<file path="src/rtl/paddle_555_emulator.sv">
// rtl/paddle_555_emulator.sv - 555 monostable paddle emulator with debounced up/down position control
module paddle_555_emulator #(
    parameter int p_MIN_CYCLES  = 2500,
    parameter int p_STEP_CYCLES = 50,
    parameter int p_POS_MAX     = 479,
    parameter int p_POS_RESET   = 240,
    parameter int p_DEBOUNCE    = 250000,
    parameter int p_REPEAT      = 250000
) (
    input  logic                             i_Clk,
    input  logic                             i_Reset,
    input  logic                             i_555_Trigger,
    input  logic                             i_Up,
    input  logic                             i_Down,
    output logic                             o_555_Output,
    output logic                             o_Busy,
    output logic [$clog2(p_POS_MAX+1)-1:0]   o_Position
);
    localparam int c_POS_W = $clog2(p_POS_MAX + 1);
    localparam int c_CNT_W = $clog2(p_MIN_CYCLES + p_POS_MAX * p_STEP_CYCLES + 1);
    localparam int c_DB_W  = $clog2(p_DEBOUNCE + 1);
    localparam int c_RP_W  = $clog2(p_REPEAT + 1);

    typedef enum logic {ST_IDLE, ST_PULSE} state_t;

    logic [1:0]         trig_sync_q, up_sync_q, dn_sync_q;
    logic [1:0]         trig_vld_q;
    logic               trig_prev_q;
    logic               trig_fall;
    logic [1:0]         btn_sync, btn_deb_q, cmd_prev_q;
    logic [c_DB_W-1:0]  db_cnt_q [2];
    logic [c_RP_W-1:0]  rep_q, rep_d;
    logic [c_POS_W-1:0] pos_q, pos_d;
    logic               do_step;
    state_t             state_q, state_d;
    logic [c_CNT_W-1:0] cnt_q, cnt_d, pulse_len;
    logic               out_q, out_d;

    // trig_vld_q marks when the synchronizer holds real samples rather than its reset value,
    // so a trigger held low across reset release never looks like a fresh falling edge.
    always_ff @(posedge i_Clk) begin
        if (i_Reset) begin
            trig_sync_q <= 2'b11;
            up_sync_q   <= 2'b00;
            dn_sync_q   <= 2'b00;
            trig_vld_q  <= 2'b00;
            trig_prev_q <= 1'b0;
        end else begin
            trig_sync_q <= {trig_sync_q[0], i_555_Trigger};
            up_sync_q   <= {up_sync_q[0], i_Up};
            dn_sync_q   <= {dn_sync_q[0], i_Down};
            trig_vld_q  <= {trig_vld_q[0], 1'b1};
            trig_prev_q <= trig_sync_q[1] & trig_vld_q[1];
        end
    end

    assign trig_fall = ~trig_sync_q[1] & trig_prev_q;
    assign btn_sync  = {dn_sync_q[1], up_sync_q[1]};

    always_ff @(posedge i_Clk) begin
        for (int b = 0; b < 2; b++) begin
            if (i_Reset) begin
                btn_deb_q[b] <= 1'b0;
                db_cnt_q[b]  <= '0;
            end else if (btn_sync[b] == btn_deb_q[b]) begin
                db_cnt_q[b]  <= '0;
            end else if (db_cnt_q[b] == c_DB_W'(p_DEBOUNCE - 1)) begin
                btn_deb_q[b] <= btn_sync[b];
                db_cnt_q[b]  <= '0;
            end else begin
                db_cnt_q[b]  <= db_cnt_q[b] + c_DB_W'(1);
            end
        end
    end

    // A new single-button command steps at once; holding it steps every p_REPEAT cycles.
    always_comb begin
        pos_d   = pos_q;
        rep_d   = '0;
        do_step = 1'b0;
        if (btn_deb_q == 2'b01 || btn_deb_q == 2'b10) begin
            if (btn_deb_q != cmd_prev_q) begin
                do_step = 1'b1;
            end else if (rep_q == c_RP_W'(p_REPEAT - 1)) begin
                do_step = 1'b1;
            end else begin
                rep_d = rep_q + c_RP_W'(1);
            end
        end
        if (do_step) begin
            if (btn_deb_q[0] && pos_q != c_POS_W'(p_POS_MAX)) begin
                pos_d = pos_q + c_POS_W'(1);
            end else if (btn_deb_q[1] && pos_q != '0) begin
                pos_d = pos_q - c_POS_W'(1);
            end
        end
    end

    always_ff @(posedge i_Clk) begin
        if (i_Reset) begin
            pos_q      <= c_POS_W'(p_POS_RESET);
            rep_q      <= '0;
            cmd_prev_q <= 2'b00;
        end else begin
            pos_q      <= pos_d;
            rep_q      <= rep_d;
            cmd_prev_q <= btn_deb_q;
        end
    end

    assign pulse_len = c_CNT_W'(p_MIN_CYCLES) + c_CNT_W'(pos_q) * c_CNT_W'(p_STEP_CYCLES);

    always_comb begin
        state_d = state_q;
        cnt_d   = cnt_q;
        if (state_q == ST_IDLE) begin
            if (trig_fall) begin
                state_d = ST_PULSE;
                cnt_d   = pulse_len;
            end
        end else begin
            if (cnt_q == c_CNT_W'(1)) begin
                state_d = ST_IDLE;
                cnt_d   = '0;
            end else begin
                cnt_d   = cnt_q - c_CNT_W'(1);
            end
        end
        out_d = (state_q == ST_PULSE);
    end

    always_ff @(posedge i_Clk) begin
        if (i_Reset) begin
            state_q <= ST_IDLE;
            cnt_q   <= '0;
            out_q   <= 1'b0;
        end else begin
            state_q <= state_d;
            cnt_q   <= cnt_d;
            out_q   <= out_d;
        end
    end

    assign o_555_Output = out_q;
    assign o_Busy       = out_q;
    assign o_Position   = pos_q;
endmodule

</file>
<file path="config.mk">
export PLATFORM = sky130hd
export DESIGN_NAME = paddle_555_emulator
export DESIGN_NICKNAME = d
export VERILOG_FILES = /design/src/rtl/paddle_555_emulator.sv
export SDC_FILE = /design/constraint.sdc
export NUM_CORES = 1
export LEC_CHECK = 0
export ABC_AREA = 1
export ABC_CLOCK_PERIOD_IN_PS = 9250
export CELL_PAD_IN_SITES_DETAIL_PLACEMENT = 1
export CELL_PAD_IN_SITES_GLOBAL_PLACEMENT = 2
export CORE_UTILIZATION = 33
export DETAILED_ROUTE_END_ITERATION = 7
export DONT_BUFFER_PORTS = 1
export PLACE_DENSITY = 0.66
export SYNTH_ARGS = -nofsm -noshare
export SYNTH_HDL_FRONTEND = slang
export SYNTH_SLANG_ARGS = --single-unit
</file>
<file path="constraint.sdc">
create_clock -name i_Clk -period 9.25 [get_ports i_Clk]
set_clock_uncertainty 0.1 [all_clocks]
set_input_delay 1.85 -clock i_Clk [delete_from_list [all_inputs] [get_ports i_Clk]]
set_output_delay 1.85 -clock i_Clk [all_outputs]
set_load 0.05 [all_outputs]
</file>
# After elaboration in Yosys (flattened, before gate mapping)
# Memory sizes are Yosys's and may differ from the RTL's.
# Index checks and enable logic that the tools add are counted.
word_totals:
  ff_bits: 57
  ram_bits: 36
  in_bits: 5
  elab_cells: 97
  output_inout_bits: 11
  memories: 1
memory_table:
  columns: ["memory", "depth", "width", "read_ports", "rd_ports_with_merged_regs", "write_ports", "line", "text"]
  rows:
  - ["db_cnt_q", 2, 18, 2, 0, 2, "31", "logic [c_DB_W-1:0] db_cnt_q [2];"]
op_classes:
  eq_ne: 10
  n_mul: 1
  bitwise: 12
  reduce_logical: 10
  muxes: 42
  addsub: 7
ops:
  columns: ["operator", "count"]
  rows:
  - ["18-bit 2-to-1 mux", 6]
  - ["18-bit by 1-bit adder with 18-bit output (second input constant)", 3]
  - ["18-bit equality test (second input constant)", 3]
  - ["15-bit 2-to-1 mux", 3]
  - ["1-bit 2-to-1 mux", 31]
  - ["9-bit 2-to-1 mux", 2]
  - ["12-bit by 15-bit adder with 15-bit output (first input constant)", 1]
  - ["15-bit by 1-bit equality test with 1-bit output (second input constant)", 1]
  - ["15-bit by 1-bit subtractor with 15-bit output (second input constant)", 1]
  - ["9-bit by 5-bit multiplier with 14-bit output (second input constant)", 1]
  - ["9-bit by 1-bit adder with 9-bit output (second input constant)", 1]
  - ["9-bit inequality test (second input constant)", 1]
  - ["9-bit nonzero test", 1]
  - ["9-bit by 1-bit subtractor with 9-bit output (second input constant)", 1]
  - ["1-bit OR", 6]
  - ["2-bit AND reduction", 3]
  - ["1-bit NOT", 4]
  - ["2-bit nonzero test", 2]
  - ["4-bit OR reduction", 1]
  - ["1-bit bitwise AND", 2]
  - ["1-bit equality test", 2]
  - ["2-bit by 1-bit equality test with 1-bit output (second input constant)", 1]
  - ["2-bit equality test (second input constant)", 1]
  - ["1-bit logical AND", 2]
  - ["2 further kinds", 2]

# Depth between registers and ports, before layout
# An unclocked memory read counts as a cell.
depth:
  depth_word: 8
  ltp_mapped: 19
  mapped_depth_nobuf: 19

# Least setup slack after synthesis
# Ideal clock, no wire load.
synth_path:
  path_kind: "flip-flop to flip-flop"
  from: "reg pos_q[5], in the netlist o_Position[5]"
  to: "reg cnt_q[14]"
  required_ns: 9.080
  path_stages_with_launch: 20
  setup_ns: 0.070
  path_buffers: 0
  arrival_time_ns: 3.246
  synth_period_minus_slack_ns: 3.416
  slack_ns: 5.834
  cell_sequence: "dfxtp_1 -> inv_1 -> ha_1 -> ha_1 -> inv_1 -> fa_1 -> inv_1 -> ha_1 -> nand2_1 -> nor2_1 -> nand2_1 -> nand3_1 -> nand2_1 -> nand2_1 -> nand3_1 -> nand2_1 -> nand3_1 -> nand2_1 -> nand3_1 -> a21oi_1"
synth_between:
  elab_chain_len: 4
synth_rtl:
  columns: ["element", "line", "text"]
  rows:
  - ["from (decl)", "33", "logic [c_POS_W-1:0] pos_q, pos_d;"]
  - ["from (signal assigned)", "101", "pos_q <= c_POS_W'(p_POS_RESET);"]
  - ["from (signal assigned)", "105", "pos_q <= pos_d;"]
  - ["9-bit by 5-bit multiplier with 14-bit output", "111", "assign pulse_len = c_CNT_W'(p_MIN_CYCLES) + c_CNT_W'(pos_q) * c_CNT_W'(p_STEP_CYCLES);"]
  - ["12-bit by 15-bit adder with 15-bit output", "111", null]
  - ["15-bit 2-to-1 mux", "117", "if (trig_fall) begin"]
  - ["15-bit 2-to-1 mux", "116", "if (state_q == ST_IDLE) begin"]
  - ["to (signal assigned)", "139", "cnt_q <= cnt_d;"]
  - ["to (decl)", "36", "logic [c_CNT_W-1:0] cnt_q, cnt_d, pulse_len;"]
# Every way passes these cells. The select of a mux whose other input is x is not followed.
# A chain may end at the register's enable or synchronous reset.

# Worst setup path after layout
# Same ends and word-level chain as after synthesis.

==> reports/metrics.csv <==
metric,value,unit
outcome,finished clean,
wire_per_inst,13.8,um
crit_slowest_cell,dfxtp_1,
slew_violations,0,
syn_area_per_cell,8.01,sq um
cp-endpoint,cnt_q[14],
antenna_left,0,
cts_sinks,93,
min_period_over_period,0.412,
gp_congestion,0.750,
cts_setup_buffers,0,
final_common_cell,nand2_1,
rsz0062_at_grt,no,
r2r_start,o_Position[5],
postCtsHoldBufs,0,
cp_cell_sequence,inv_1 -> ha_1 -> ha_1 -> inv_1 -> fa_1 -> inv_1 -> ha_1 -> nand2_1 -> nor2_1 -> nand2_1 -> nand3_1 -> nand2_1 -> nand2_1 -> nand3_1 -> nand2_1 -> nand3_1 -> nand2_1 -> nand3_1 -> a21oi_1,
hold_violations,0,
synthCells,741,
cts_resized,0,
nFillCells,2168,
synthTopCellsByArea,"dfxtp_1, edfxtp_1, ha_1",
end_kind,flop,
finalPower,0.857,mW
cts-htree-levels,3,
grt_usage,0.161,
use_met3,0.0306,
via_per_inst,4.84,
yosysUniqueCellTypes,48,
grt_pass1_wl,23500,um
worst_slack,5.44,ns
synth-seq-area-share,0.374,
power.density,130,nW/um^2
drt-initial-drc-count,149,
clockBufferDepth,2,
finalSetupViolCount,0,
met1_usage,0.200,
io_pins,16,
cp_common_cell,nand2_1,
top_usage_layer,met2,
post-place-ws,5.36,ns
antenna_found_initial,0,
arrival,3.99,ns
slew_headroom,0.372,
cts.clk_slew.worst_paths,0.07,ns
setup_tns,0,ns
antenna_cells,0,
coreArea,17400,sq um
die_width,136,um
vdd_drop_max,0.0811,mV
cpPeakStageDelay,0.81,ns
drive_gt1_frac,0.0732,
crit_start,o_Position[5],
vias,4859,
use_met2,0.279,
critPathKind,reg2reg,
core.rowCount,48,
synth.largest_area_cell,dfxtp_1,
required,9.43,ns
synth_top_area_share,0.192,
min_period,3.81,ns
clock_latency,0.36,ns
yosysWarnings,0,
ff2ff_path_depth,19,
grt_max_degree,24,
synth_area,5940,sq um
port_buffers,0,
dr.pass1.iters,4,
final_util,0.378,
initial_core_util,0.341,
drcViolationCount,0,
root_buffer,clkbuf_16,
layout_common_cells,"nand2_1, inv_1, nor2_1",
crit_fanout,7,
max_freq,263,MHz
maxCapViolCount,0,
dp_hpwl,10900,um
cts_tree,built,
cts_buffers,9,
critPathLaunchType,flop,
dieArea,18500,sq um
power_leakage,2.86,nW
synth_seq_cells,93,
rrSetupSlack,5.44,ns
syn_to_final_growth,10.9,%
final_nets,833,
routed_wl,13800,um
min_path_type,reg2reg,
first_global_vias,4910,
r2r-end,cnt_q[14],
dieHeight,136,um
tightestPinTransition,0.941,ns
grt.overflow.total,0,
power by group:
part           internal (mW)  switching [mW]  total (mW)
Combinational         0.0135          0.0258      0.0393
Sequential             0.435         0.00907       0.444
Clock                  0.190           0.183       0.373
stage by stage:
| step | hold WS (ns) | instance area (sq um) | cells |
|---|---|---|---|
| after floorplan | 0.288 | 6070 | 776 |
| after global placement | 0.294 | 6290 | 988 |
| after detailed placement | 0.296 | 6290 | 988 |
| after CTS | 0.313 | 6590 | 1004 |
| after global routing | 0.325 | 6590 | 1004 |
| final | 0.311 | 6590 | 1004 |
worst min path at each step:
stage	slack, ns	cells after the start	start	endpoint
3_3_place_gp	0.29	1	trig_sync_q[0]	trig_sync_q[1]
4_1_cts	0.31	2	trig_vld_q[0]	trig_vld_q[1]
5_1_grt	0.33	1	trig_sync_q[0]	trig_sync_q[1]
3_5_place_dp	0.30	1	trig_sync_q[0]	trig_sync_q[1]
6_report	0.31	2	trig_vld_q[0]	trig_vld_q[1]
2_1_floorplan	0.29	2	dn_sync_q[0]	dn_sync_q[1]
synthesized netlist by cell type (all sizes together):
cell / count
inv: 101
conb: 1
nand4: 19
xor2: 32
clkinv: 2
nand2: 116
nor3: 23
nor3b: 7
a21o: 1
dfxtp: 57
o21a: 3
nand3b: 1
buf: 6
a31oi: 4
nand3: 47
clkbuf: 7
o211ai: 1
and2: 1
o21ai: 45
o21bai: 2
a211oi: 3
o22ai: 1
and3: 3
a21oi: 62
ha: 49
a22oi: 1
xnor2: 10
a21boi: 1
edfxtp: 36
nor2: 83
nor4: 6
a221oi: 1
or2: 3
fa: 5
o311ai: 1
flip-flops by register name, indices dropped and copies added, names as in the netlist:
register and cells:
trig_prev_q 1, db_cnt_q 36, out_d 1, up_sync_q 2, o_555_Output 1, dn_sync_q 2, cmd_prev_q 2, trig_vld_q 2
btn_deb_q 2, rep_q 18, trig_sync_q 2, o_Position 9, cnt_q 15
area by class of cell:
type	instances	area, sq um	area share
sequential	93	2220	0.337
multi-input combinational	567	3400	0.517
tap	225	282	0.0427
clock inverter	7	68.8	0.0104
clock buffer	9	225	0.0342
inverter	103	387	0.0587
worst max-delay path: cells and delay by family, from the launching register on:
| family | cells | cell delay (ns) |
|---|---|---|
| simple gates | 11 | 0.98 |
| fa+ha+maj | 4 | 1.45 |
| buf+inv | 3 | 0.25 |
| flops | 1 | 0.81 |
| compound gates | 1 | 0.13 |
layer usage:
metal / part of all wire / routed length, um
met5: 0 / 0
met4: 0.014 / 187
met3: 0.023 / 324
met2: 0.49 / 6740
met1: 0.48 / 6570
cells by family after synthesis:
logic type | after synthesis | synth area share
AOI/OAI and AO/OA | 126 | 0.114
buffers and inverters | 116 | 0.0750
xor gates and xnor gates | 42 | 0.0645
DFF | 93 | 0.374
other | 1 | 0.000632
and+or+nand+nor | 309 | 0.252
adders and majority gates | 54 | 0.120
(Power assumes the default switching activity.)
